<file path="config.mk">
export PLATFORM = sky130hd
export DESIGN_NAME = inst_fetch_unit
export DESIGN_NICKNAME = d
export VERILOG_FILES = /design/src/rtl/inst_fetch_unit.sv
export SDC_FILE = /design/constraint.sdc
export NUM_CORES = 1
export LEC_CHECK = 0
export ABC_AREA = 1
export CORE_MARGIN = 5
export CORE_UTILIZATION = 42
export DETAILED_ROUTE_END_ITERATION = 16
export HOLD_SLACK_MARGIN = 0.08
export PLACE_DENSITY = 0.81
export SETUP_SLACK_MARGIN = 0.05
export SYNTH_ARGS = -nofsm -noshare
export SYNTH_HDL_FRONTEND = slang
export SYNTH_SLANG_ARGS = --single-unit
</file>
<file path="constraint.sdc">
create_clock -name clk -period 1.35 [get_ports clk]
set_input_delay 0.135 -clock clk [delete_from_list [all_inputs] [get_ports clk]]
set_output_delay 0.135 -clock clk [all_outputs]
set_load 0.01 [all_outputs]
</file>
<file path="src/rtl/inst_fetch_unit.sv">
// inst_fetch_unit: PC, one-read-per-instruction fetch FSM, instruction register and decode strobe.
// Optional FETCH_TIMEOUT_EN adds a wait-cycle limit that abandons a stuck fetch and pulses fetch_err.
module inst_fetch_unit #(
    parameter int                    ADDR_WIDTH     = 8,
    parameter logic [ADDR_WIDTH-1:0] RESET_PC       = '0,
    parameter int                    TIMEOUT_CYCLES = 16
) (
    input  logic                  clk,
    input  logic                  rst_n,
    input  logic                  stall,
    input  logic                  branch_taken,
    input  logic [ADDR_WIDTH-1:0] branch_target,
    output logic                  mem_rd,
    output logic [ADDR_WIDTH-1:0] mem_addr,
    input  logic [15:0]           mem_rdata,
    input  logic                  mem_valid,
    output logic [15:0]           instruction,
    output logic                  decode,
    output logic [ADDR_WIDTH-1:0] pc,
    output logic                  fetch_err
);
    typedef enum logic [1:0] {S_FETCH, S_WAIT, S_DECODE, S_HOLD} state_t;
    state_t state;
    logic   squash;
    logic   timeout;
`ifdef FETCH_TIMEOUT_EN
    localparam int CW = $clog2(TIMEOUT_CYCLES + 1);
    logic [CW-1:0] wait_cnt;
    assign timeout = (state == S_WAIT) && (wait_cnt == CW'(TIMEOUT_CYCLES));
    always_ff @(posedge clk or negedge rst_n) begin
        if (!rst_n)
            wait_cnt <= '0;
        else
            wait_cnt <= (state == S_WAIT && !mem_valid && !timeout) ? wait_cnt + CW'(1) : '0;
    end
`else
    assign timeout = 1'b0;
`endif
    // mem_rd is gated by rst_n so no request is visible while reset is held
    assign mem_rd    = rst_n && (state == S_FETCH);
    assign decode    = (state == S_DECODE);
    assign mem_addr  = pc;
    assign fetch_err = timeout;
    always_ff @(posedge clk or negedge rst_n) begin
        if (!rst_n) begin
            state       <= S_FETCH;
            pc          <= RESET_PC;
            instruction <= 16'h0000;
            squash      <= 1'b0;
        end else begin
            case (state)
                S_FETCH: begin
                    state <= S_WAIT;
                    if (branch_taken) begin
                        pc     <= branch_target;
                        squash <= 1'b1;
                    end
                end
                S_WAIT: begin
                    if (timeout) begin
                        state  <= S_FETCH;
                        squash <= 1'b0;
                        if (branch_taken) pc <= branch_target;
                    end else if (mem_valid) begin
                        squash <= 1'b0;
                        if (branch_taken) pc <= branch_target;
                        if (!squash && !branch_taken) instruction <= mem_rdata;
                        state <= (squash || branch_taken) ? S_FETCH : S_DECODE;
                    end else if (branch_taken) begin
                        pc     <= branch_target;
                        squash <= 1'b1;
                    end
                end
                S_DECODE: begin
                    pc    <= branch_taken ? branch_target : pc + ADDR_WIDTH'(1);
                    state <= (stall && !branch_taken) ? S_HOLD : S_FETCH;
                end
                S_HOLD: begin
                    if (branch_taken) pc <= branch_target;
                    if (!stall || branch_taken) state <= S_FETCH;
                end
                default: state <= S_FETCH;
            endcase
        end
    end
endmodule

</file>
==> impl_metrics.ini <==
[run_status]
status = complete, no violations

[detailed_routing]
routedWlPerCell_um = 12.60
drc = 0
ant_nets = 0
firstDrtPassIters = 4
viasPerCell = 4.527
route.vias.total = 1349
drtIter0Drc = 92
wirelength_um = 3755

[finish]
fillers = 289
syn_to_final_growth_pct = 53.69
final_net_count = 283
diodes = 0
final_cells = 298
postLayoutCoreUtil_pct = 67.19
fin_area_mm2 = 0.002242
drive_gt1_share_pct = 20.63

[clock_tree]
cts_tree = done
path_clk_slew_ns = 0.14
cts.sinks = 27
cts_buffers = 3
clkLatencyLatePin_ns = 0.33
postCtsHoldBufs = 0
cts.path.max_buffers = 2
htreeDepth = 1
cts-root-buf = clkbuf_4

[logic_synthesis]
yosys-top-cells-count = 55 x nand2_1, 33 x inv_1, 27 x dfrtp_1
synth_edf_count = 0
ys_ff_latch = 27
synth_most_common_cell = nand2_1
ys.flop_type = dfrtp_1
yosysSeqAreaShare_pct = 46.31
yosysWarnings = 0
synth-compound-area-share_pct = 13.55
avgSynthCellArea_um2 = 8.016
yosys.area.top_type = dfrtp_1
synth_xor_xnor_area_share_pct = 0
ys_types = 18
syn-num-nets = 212
synth_top_area_share_pct = 46.31
synthArstFlopShare_pct = 100.0
synth-simple-area-share_pct = 22.30
synth_top_family_by_area = simple AND/OR/NAND/NOR gates
synthMuxAreaShare_pct = 0
synthAdderAreaFrac_pct = 0.8576
yosys-top-cells-area = dfrtp_1 46%, nand2_1 14%, o21ai_2 9.6%
synthesis.area_mm2 = 0.001459
syn_inst = 182

[setup_path]
timing.setup.critical_path_class = reg -> out
path_cells = buf_4, dlygate4sd2_1
max_stage_delay_ns = 0.42
worst_setup_path_end_kind = output pin
cp_max_fo = 2
critPathArrivalTime_ns = 1.17
crit_buf_inv = 2
crit_required_ns = 1.22
slowest_stage = dfrtp_1
cp-start-kind = flip-flop
cp_top_family = flip-flops

[power_and_ir_drop]
p_switching_mw = 1.215
clockPowerShare_pct = 10.5
fin_total_pwr_mw = 3.265
seq_power_share_pct = 38.8
power_density_mw_per_mm2 = 1456
combPwrFrac_pct = 50.7
power_leakage_nw = 1.207
power.internal_mw = 2.050
swShare_pct = 37.22
peakVddDrop_v = 0.0008300

[place]
dp_hpwl_um = 2430
place_area_mm2 = 0.002063
dpl.cell_count = 280
portBuffers = 62
gp_congestion = 0.7935

[sta]
clock_skew_ns = 0.008811
fmax_ghz = 0.7691
slew_violations = 0
period_share_pct = 96.32
fin_crit_ns = 1.300
rsz0062_at_grt = true
tns_ns = 0
setup_viol = 0
hold_viol_final = 0

[global_routing]
antenna_found_initial = 0
grt_max_degree = 33
gr-total-overflow = 0
grt_usage_pct = 14.48
grt_pass1_vias = 1168
grt_pass1_wl_um = 5099

[job]
maxCapViolations = 0

[floorplanning]
num_io_pins = 64
die_x_um = 68.94
rows = 21
dieArea_mm2 = 0.004752
core_area_mm2 = 0.003337
start_util_pct = 43.72
die_h_um = 68.94

[min_path]
holdCritPathClass = in -> async
stage by stage:
stage / hold slack, ns / worst slack, ns
finish: 0.1940 / 0.04974
global route: 0.2091 / -0.008610
global placement: 0.4639 / -0.08634
floorplan: -0.1606 / 0.1130
detailed placement: 0.4676 / -0.1053
CTS: 0.1990 / 0.002305
what timing repair did:
item	CTS	global route
resized for setup	45	16
pin swaps	0	2
endpoints found under the setup margin	34	28
cloned	0	3
setup buffers	11	1
sequential cells by signal (all words and copies together) (netlist names):
signal	cells
mem_addr	8
state	2
instruction	16
squash	1
final timing paths:
path | slack [ns] | depth (start not counted) | from | end
worst max-delay path | 0.05 | 2 | mem_addr[0] | pc[0]
worst min-delay path | 0.19 | 2 | rst_n | mem_addr[7]
worst max register to register | 0.07 | 6 | state[0] | instruction[10]
worst min register to register | 0.49 | 2 | instruction[11] | instruction[11]
max in group asynchronous | 0.88 | 2 | rst_n | mem_addr[2]
min in group clk | 0.33 | 3 | mem_rdata[6] | instruction[6]
cell families after synthesis:
| logic type | count (synthesis) |
|---|---|
| buf+inv | 48 |
| simple gates | 79 |
| compound gates | 26 |
| other cells | 1 |
| flops | 27 |
| fa+ha+maj | 1 |
layer usage:
layer | wire (um) | global-route usage, % | vias to the layer above
met4 | 77 | 5.109 | 0
met1 | 1429 | 15.59 | 617
met3 | 187 | 3.241 | 7
met2 | 2060 | 27.38 | 42
met5 | 0 | 0 | -
li1 | - | - | 683
power groups by stage:
stage	registers, mW	logic, mW	clock network [mW]
2_1_floorplan	1.44	0.701	0
3_3_place_gp	1.32	1.56	0
3_5_place_dp	1.33	1.59	0
4_1_cts	1.26	1.54	0.358
5_1_grt	1.31	1.82	0.395
6_report	1.27	1.66	0.343
cells in the final DEF (no fill, tap or decap):
cell | synthesis | routed
o21ai_1 | 0 | 1
nor2_2 | 0 | 1
inv_1 | 33 | 33
inv_2 | 1 | 1
o21bai_1 | 2 | 2
clkdlybuf4s50_1 | 0 | 28
buf_4 | 9 | 11
nor2_4 | 0 | 2
o21ai_2 | 16 | 16
dfrtp_2 | 0 | 2
dlygate4sd2_1 | 0 | 30
conb_1 | 1 | 1
clkbuf_16 | 0 | 2
clkbuf_1 | 1 | 1
nor2_1 | 7 | 4
buf_2 | 0 | 1
clkbuf_4 | 0 | 3
nand2_1 | 55 | 54
clkbuf_2 | 0 | 2
nand3_2 | 1 | 2
nand3_1 | 14 | 13
o21ai_0 | 7 | 6
or2_4 | 0 | 2
nand2_4 | 0 | 1
buf_12 | 0 | 1
o211ai_1 | 1 | 1
ha_4 | 0 | 1
clkdlybuf4s15_1 | 0 | 1
buf_6 | 4 | 4
dfrtp_1 | 27 | 25
layout make-up:
class,instances,area [um^2],area share (%)
clock buffers,4,26.28,1.172
inverters,34,127.6,5.692
multi-input cells,107,586.8,26.17
flip-flops and latches,27,678.2,30.25
well taps,46,57.56,2.567
repair buffers,80,765.7,34.15
worst register-to-register path, cell delays in order (launching register included):
cell and delay (ns):
dfrtp_1 0.40, buf_6 0.12, nand3_2 0.09, or2_4 0.29
clkbuf_16 0.17, nand2_1 0.07, o21ai_2 0.05
Note: power is estimated with default switching activity, not from simulation.
